`src/rtl/axis_pkg.sv`:
```
// Shared width-derivation helpers for the AXI-Stream width converters.
// Converters compute RATIO and counter widths from these, so all blocks agree.
package axis_pkg;

    function automatic int clog2(input int value);
        int result;
        result = 0;
        for (int i = 0; i < 31; i++) begin
            if ((1 << i) < value) begin
                result = i + 1;
            end
        end
        return result;
    endfunction

    function automatic int calc_ratio(input int s_width, input int m_width);
        return s_width / m_width;
    endfunction

    // Wide enough to hold RATIO itself, not just RATIO-1.
    function automatic int calc_cntr_width(input int s_width, input int m_width);
        return clog2(calc_ratio(s_width, m_width) + 1);
    endfunction

endpackage

```
`src/rtl/axis_skid_buffer.sv`:
```
// Two-entry register slice: full throughput with a registered upstream ready.
// The skid entry catches the one word that arrives while the output is stalled.
module axis_skid_buffer #(
    parameter int DATA_WIDTH = 33
) (
    input  logic                  aclk,
    input  logic                  aresetn,
    input  logic [DATA_WIDTH-1:0] s_data,
    input  logic                  s_valid,
    output logic                  s_ready,
    output logic [DATA_WIDTH-1:0] m_data,
    output logic                  m_valid,
    input  logic                  m_ready
);

    logic [DATA_WIDTH-1:0] out_data_reg, out_data_next;
    logic [DATA_WIDTH-1:0] skid_data_reg, skid_data_next;
    logic                  out_valid_reg, out_valid_next;
    logic                  skid_valid_reg, skid_valid_next;
    logic                  ready_reg, ready_next;
    logic                  in_fire;

    assign in_fire = s_valid && ready_reg;

    always_comb begin
        out_data_next   = out_data_reg;
        out_valid_next  = out_valid_reg;
        skid_data_next  = skid_data_reg;
        skid_valid_next = skid_valid_reg;

        if (m_ready || !out_valid_reg) begin
            if (skid_valid_reg) begin
                out_data_next   = skid_data_reg;
                out_valid_next  = 1'b1;
                skid_valid_next = 1'b0;
            end else begin
                out_valid_next = in_fire;
                if (in_fire) begin
                    out_data_next = s_data;
                end
            end
        end else if (in_fire) begin
            skid_data_next  = s_data;
            skid_valid_next = 1'b1;
        end

        // Ready is a flop: it only drops once the skid entry is occupied.
        ready_next = !skid_valid_next;
    end

    always_ff @(posedge aclk or negedge aresetn) begin
        if (!aresetn) begin
            out_data_reg   <= '0;
            skid_data_reg  <= '0;
            out_valid_reg  <= 1'b0;
            skid_valid_reg <= 1'b0;
            ready_reg      <= 1'b0;
        end else begin
            out_data_reg   <= out_data_next;
            skid_data_reg  <= skid_data_next;
            out_valid_reg  <= out_valid_next;
            skid_valid_reg <= skid_valid_next;
            ready_reg      <= ready_next;
        end
    end

    assign s_ready = ready_reg;
    assign m_data  = out_data_reg;
    assign m_valid = out_valid_reg;

endmodule

```
`src/rtl/axis_packet_downsizer.sv`:
```
// Splits each wide input beat into N narrow output words (N from cfg_words,
// clamped to 1..RATIO), LSB- or MSB-slice first, with tlast on the final word.
module axis_packet_downsizer
    import axis_pkg::*;
#(
    parameter int S_AXIS_TDATA_WIDTH = 128,
    parameter int M_AXIS_TDATA_WIDTH = 32
) (
    input  logic                                                              aclk,
    input  logic                                                              aresetn,
    input  logic [calc_cntr_width(S_AXIS_TDATA_WIDTH, M_AXIS_TDATA_WIDTH)-1:0] cfg_words,
    input  logic                                                              cfg_order,
    input  logic [S_AXIS_TDATA_WIDTH-1:0]                                     s_axis_tdata,
    input  logic                                                              s_axis_tvalid,
    output logic                                                              s_axis_tready,
    input  logic                                                              s_axis_tlast,
    output logic [M_AXIS_TDATA_WIDTH-1:0]                                     m_axis_tdata,
    output logic                                                              m_axis_tvalid,
    input  logic                                                              m_axis_tready,
    output logic                                                              m_axis_tlast
);

    localparam int RATIO      = calc_ratio(S_AXIS_TDATA_WIDTH, M_AXIS_TDATA_WIDTH);
    localparam int CNTR_WIDTH = calc_cntr_width(S_AXIS_TDATA_WIDTH, M_AXIS_TDATA_WIDTH);
    localparam int IDX_WIDTH  = clog2(RATIO);
    localparam int M_W        = M_AXIS_TDATA_WIDTH;

    logic [S_AXIS_TDATA_WIDTH-1:0] data_reg, data_next;
    logic                          last_reg, last_next;
    logic                          order_reg, order_next;
    logic [CNTR_WIDTH-1:0]         cnt_reg, cnt_next;
    logic [CNTR_WIDTH-1:0]         n_reg, n_next;
    logic [CNTR_WIDTH-1:0]         n_clamped;
    logic [IDX_WIDTH-1:0]          word_idx;
    logic [IDX_WIDTH-1:0]          slice_idx;
    logic [M_W-1:0]                slices [RATIO];
    logic                          buf_valid;
    logic                          buf_ready;
    logic                          push;
    logic                          accept;
    logic                          word_last;
    logic [M_W:0]                  buf_in;
    logic [M_W:0]                  buf_out;

    generate
        for (genvar gi = 0; gi < RATIO; gi++) begin : g_slice
            assign slices[gi] = data_reg[gi*M_W +: M_W];
        end
    endgenerate

    always_comb begin
        n_clamped = cfg_words;
        if (cfg_words == '0) begin
            n_clamped = CNTR_WIDTH'(1);
        end else if (cfg_words > CNTR_WIDTH'(RATIO)) begin
            n_clamped = CNTR_WIDTH'(RATIO);
        end
    end

    // A non-zero counter means the latched beat still owes words downstream.
    assign buf_valid     = (cnt_reg != '0);
    assign push          = buf_valid && buf_ready;
    assign s_axis_tready = buf_ready &&
                           ((cnt_reg == '0) || ((cnt_reg == CNTR_WIDTH'(1)) && push));
    assign accept        = s_axis_tvalid && s_axis_tready;

    // Word k of the beat is N minus the remaining count.
    assign word_idx  = IDX_WIDTH'(n_reg - cnt_reg);
    assign slice_idx = order_reg ? (IDX_WIDTH'(RATIO - 1) - word_idx) : word_idx;
    assign word_last = last_reg && (cnt_reg == CNTR_WIDTH'(1));
    assign buf_in    = {word_last, slices[slice_idx]};

    always_comb begin
        cnt_next   = cnt_reg;
        n_next     = n_reg;
        data_next  = data_reg;
        last_next  = last_reg;
        order_next = order_reg;

        if (push) begin
            cnt_next = cnt_reg - CNTR_WIDTH'(1);
        end
        // A new beat landing on the old beat's last push takes priority.
        if (accept) begin
            cnt_next   = n_clamped;
            n_next     = n_clamped;
            data_next  = s_axis_tdata;
            last_next  = s_axis_tlast;
            order_next = cfg_order;
        end
    end

    always_ff @(posedge aclk or negedge aresetn) begin
        if (!aresetn) begin
            cnt_reg   <= '0;
            n_reg     <= '0;
            data_reg  <= '0;
            last_reg  <= 1'b0;
            order_reg <= 1'b0;
        end else begin
            cnt_reg   <= cnt_next;
            n_reg     <= n_next;
            data_reg  <= data_next;
            last_reg  <= last_next;
            order_reg <= order_next;
        end
    end

    axis_skid_buffer #(
        .DATA_WIDTH(M_W + 1)
    ) u_out_buf (
        .aclk    (aclk),
        .aresetn (aresetn),
        .s_data  (buf_in),
        .s_valid (buf_valid),
        .s_ready (buf_ready),
        .m_data  (buf_out),
        .m_valid (m_axis_tvalid),
        .m_ready (m_axis_tready)
    );

    assign m_axis_tdata = buf_out[M_W-1:0];
    assign m_axis_tlast = buf_out[M_W];

endmodule
```
`config.mk`:
```
export PLATFORM = sky130hd
export DESIGN_NAME = axis_packet_downsizer
export DESIGN_NICKNAME = d
export VERILOG_FILES = /design/src/rtl/axis_pkg.sv /design/src/rtl/axis_skid_buffer.sv /design/src/rtl/axis_packet_downsizer.sv
export SDC_FILE = /design/constraint.sdc
export NUM_CORES = 1
export LEC_CHECK = 0
export CAP_MARGIN = 20
export CORE_ASPECT_RATIO = 0.8
export CORE_UTILIZATION = 40
export CTS_CLUSTER_DIAMETER = 120
export DETAILED_ROUTE_END_ITERATION = 6
export DONT_BUFFER_PORTS = 1
export PLACE_DENSITY = 0.59
export REMOVE_ABC_BUFFERS = 1
export SYNTH_ARGS = -nofsm -noshare
export SYNTH_HDL_FRONTEND = slang
export SYNTH_SLANG_ARGS = --single-unit
```
`constraint.sdc`:
```
create_clock -name aclk -period 6.2 [get_ports aclk]
set_input_delay 0.93 -clock aclk [delete_from_list [all_inputs] [get_ports aclk]]
set_output_delay 0.93 -clock aclk [all_outputs]
set_load 0.005 [all_outputs]
```
== Yosys cells after proc, flatten, opt, wreduce, memory -nomap -nowiden ==
Index checks and enable logic that the tools add are counted.

* Register bits: 204
* Word-level logic and storage cells: 47
* Output and inout port bits: 35
* Input port bits: 137

* Reductions and logical operators: 16
* Bitwise logic cells: 2
* $lt $le $gt $ge: 2
* Equality and inequality tests: 1
* Add/subtract/negate cells: 3
* Multiplexer cells: 13

{| class="wikitable"
|+ Operators with widths
! kind !! number
|-
| 33-bit 2-to-1 mux || 2
|-
| 32-bit binary-select mux with 2-bit select || 1
|-
| 32-bit 2-to-1 mux || 2
|-
| 3-bit 2-to-1 mux || 4
|-
| 3-bit zero test || 2
|-
| 1-bit logical AND || 5
|-
| 2-bit AND reduction || 2
|-
| 2-bit nonzero test || 2
|-
| 3-bit by 1-bit equality test with 1-bit output (second input constant) || 1
|-
| 3-bit greater-or-equal comparator (second input constant) || 1
|-
| 3-bit greater-than comparator (second input constant) || 1
|-
| 1-bit 2-to-1 mux || 3
|-
| 2-bit inverter with 3-bit output || 1
|-
| 3-bit nonzero test || 1
|-
| 3-bit by 1-bit subtractor with 3-bit output (second input constant) || 1
|-
| 1-bit zero test || 2
|-
| 1-bit logical OR || 2
|-
| 2-bit 2-to-1 mux || 1
|-
| 2-bit subtractor || 1
|-
| 2-bit subtractor (first input constant) || 1
|-
| 1-bit inverter || 1
|}

== Depth between registers and ports, before layout ==
* Word-level depth: 9
* Depth in mapped cells: 10
* Gate-level depth less buffers: 7

== Cells and area by module ==
A second synthesis with hierarchy kept.

* Cells, all modules: 544
* Area, all modules: 9405.3 sq um

{| class="wikitable"
|+ By module, submodules not included
! module !! sequential area each (sq um) !! cells an instance !! area an instance (sq um) !! instances
|-
| axis_packet_downsizer || 3378.2 || 358 || 6162.2 || 1
|-
| axis_skid_buffer || 1726.7 || 186 || 3243.1 || 1
|}

== Worst setup path after synthesis ==
Ideal clock, no wire load.

* Kind: register to register
* Start: register cnt_reg[0]
* End: register data_reg[10]
* Clock period less this slack: 1.988 ns
* Cell stages (with the launch flop): 9
* Path buffers: 2
* Setup slack: 4.212 ns
* Required time: 6.135 ns
* Arrival: 1.923 ns
* Setup time: 0.065 ns
* Path through: dfrtp_1 > inv_1 > ha_1 > ha_1 > o211ai_1 > clkbuf_1 > clkbuf_1 > nand2_1 > nand2_1

* Word-level cells in the longest chain between the ends: 6
* Elaborated cells between the ends (all ways): 8
* Classes of those cells: eq/ne: 1; reduce/logical: 7

{| class="wikitable"
|+ Ends and longest elaborated chain
! what !! line !! text
|-
| start, declared || axis_packet_downsizer.sv:31 || <nowiki>logic [CNTR_WIDTH-1:0] cnt_reg, cnt_next;</nowiki>
|-
| start signal, assigned || axis_packet_downsizer.sv:101 || <nowiki>cnt_reg <= cnt_next;</nowiki>
|-
| 3-bit nonzero test || axis_packet_downsizer.sv:61 || <nowiki>assign buf_valid = (cnt_reg != '0);</nowiki>
|-
| 1-bit logical AND || axis_packet_downsizer.sv:62 || <nowiki>assign push = buf_valid && buf_ready;</nowiki>
|-
| 1-bit logical AND || axis_packet_downsizer.sv:64 || <nowiki>((cnt_reg == '0) || ((cnt_reg == CNTR_WIDTH'(1)) && push));</nowiki>
|-
| 1-bit logical OR * || axis_packet_downsizer.sv:64 ||
|-
| 1-bit logical AND * || axis_packet_downsizer.sv:63 || <nowiki>assign s_axis_tready = buf_ready &&</nowiki>
|-
| 1-bit logical AND * || axis_packet_downsizer.sv:65 || <nowiki>assign accept = s_axis_tvalid && s_axis_tready;</nowiki>
|-
| end signal, assigned || axis_packet_downsizer.sv:103 || <nowiki>data_reg <= data_next;</nowiki>
|-
| end, declared || axis_packet_downsizer.sv:28 || <nowiki>logic [S_AXIS_TDATA_WIDTH-1:0] data_reg, data_next;</nowiki>
|}

Every way passes the cells marked *; elsewhere a longest branch is shown, timed or not.
A chain may end at the register's enable or synchronous reset.

== Worst setup path after layout ==
* Start: register cnt_reg[0]
* End: register data_reg[73]

The elaborated chain is that of the path after synthesis.

==> results.ini <==
[cts]
clock-root-buffer=clkbuf_16
cts_setup_buffers=0
path_clk_slew_ns=0.06
clk_path_buf_depth=3
cts_hold_buf=0
cts_tree=yes
cts_resized=0
h-tree-depth=1
clk_latency_ns=0.50
cts.sinks=204
cts_inserted_buffers=23

[timing]
fmax_mhz=369
tightest_slew_ns=0.904
rsz0062_at_grt=false
tns_ns=0
min_period_ns=2.71
slew_viol_final=0
setup_violations=0
finalWorstSetupSlack_ns=3.49
finalClockSkew_ns=0.0175
final_hold_viol_count=0
relSlewSlack_pct=39.7
finalCritPeriodShare_pct=43.7

[global_routing]
grt_pass1_vias=5833
grt_max_degree=205
globalRouteOverflowTotal=0
grt_usage_pct=17.8
grt_pass1_wl_um=32000
antenna_found_initial=0

[worst_setup_path]
cp_cell_sequence=inv_1 > ha_1 > ha_1 > o211ai_1 > buf_4 > buf_4 > nand2_1 > nand2_1
cp-startpoint=cnt_reg[0]
critical_path_class=flop to flop
crit_family=buffers and inverters
cp.depth=8
critPathLaunchType=flop
arrival_ns=3.13
path_max_fanout=86
slowest_delay_ns=0.72
reg2reg_from=cnt_reg[0]
rr_worst_depth=8
worst_setup_path_end_kind=flop
cp_slowest_cell=buf_4
path_buf_inv=3
critPathRequiredTime_ns=6.63

[yosys]
syn_inst=925
syn_area_per_cell_um2=9.58
synth_top_area_cell=dfrtp_1
seq_area_frac_synth_pct=57.6
yosysWarnings=0
synth-seq-cells=204
yosys-top-cells-area=dfrtp_1 (58%), nand2_1 (18%), mux2i_1 (7.2%)
synth_cell_type_count=26
yosys.area.top_type_share_pct=57.6
synth_area_mm2=0.00886

[final_layout]
layout-drive-gt1-share_pct=8.82
fill_cells=2118
largest_reg_flops=128
final_nets=1043
layout_commonest_cell=nand2_1
final_cell_mix=nand2_1 (430), dfrtp_1 (204), mux2i_1 (64)
antennaDiodeCount=0
area_growth_pct=9.77

[run]
maxCapViolations=0

[place]
place.gp.congestion=0.767
portBuffers=0
dp_slack_ns=3.47
dpl.hpwl_um=11900

[floorplanning]
core-area_mm2=0.0216
dieArea_mm2=0.0228
die_h_um=135
initial_utilization_pct=41.0
rows=48
ioPinCount=172
chipWidth_um=168

[outcome]
outcome=complete, no violations

[power_and_ir_drop]
p_per_area_mw_per_mm2=672
power.leakage_nw=4.88
ir_worst_vdd_mv=0.427

[drt]
vias=5888
vias_per_cell=4.94
wirelength_um=19900
ant_nets=0
drtIter0Drc=249
drc=0
firstDrtPassIters=4
wl_per_cell_um=16.7

[min_path]
min_path_type=primary input to async pin

[layout make-up]
type / instances / area, um2 / area share [%]
Multi-Input combinational cell: 659 / 3480 / 35.8
Inverter: 6 / 22.5 / 0.232
Sequential cell: 204 / 5100 / 52.5
Tap cell: 275 / 344 / 3.54
Clock buffer: 34 / 657 / 6.75
Clock inverter: 7 / 35.0 / 0.360
Timing Repair Buffer: 8 / 80.1 / 0.823
[through the flow]
stage	power [mW]	hold WS (ns)	cell area, um2	utilization (%)	cells
3_3_place_gp	5.27	0.457	9010	41.7	1151
6_report	6.54	0.136	9730	45.0	1193
2_1_floorplan	4.65	0.445	8580	-	869
4_1_cts	6.63	0.103	9700	44.9	1192
3_5_place_dp	5.32	0.461	9010	41.7	1151
5_1_grt	7.09	0.105	9730	45.0	1193
[final timing paths]
check | endpoint | slack, ns
worst min-delay path | data_reg[27] | 0.14
max in group asynchronous | u_out_buf.skid_data_reg[18] | 5.77
min in group aclk | data_reg[107] | 0.47
worst min register to register | data_reg[107] | 0.47
worst max register to register | data_reg[73] | 3.49
worst max-delay path | data_reg[73] | 3.49
[routing by layer]
layer	track usage [%]	share of wire, %	vias to the layer above
met3	5.57	8.1	27
li1	-	-	2959
met4	3.89	1.9	0
met5	0	0	-
met2	27.1	42	155
met1	24.9	48	2747
[synth_stat cells, drive strengths merged]
cell type / number
dfrtp: 204
nand4: 1
nand2: 432
a21oi: 3
a221o: 1
nor2b: 3
buf: 11
xnor2: 3
nand2b: 3
o21ai: 72
nor2: 2
o211ai: 2
o211a: 1
ha: 4
a22oi: 32
inv: 6
and2: 1
clkbuf: 45
xor2: 2
mux2i: 64
o21a: 1
mux2: 32
[report_power, final]
group	internal [mW]	leakage [nW]	switching, mW	total, mW
logic	1.31	1.95	1.69	3.00
registers	1.93	2.58	0.346	2.28
clock network	0.730	0.348	0.530	1.26
[kinds of logic after synthesis]
kind of cell | synth area share [%]
adder cells (fa/ha/maj) | 0.565
multiplexers | 11.3
XOR/XNOR | 0.706
AO/OA/AOI/OAI | 7.43
flip-flops | 57.6
buffers and inverters | 3.45
AND/OR/NAND/NOR | 18.9
Note: power is estimated with default switching activity, not from simulation.
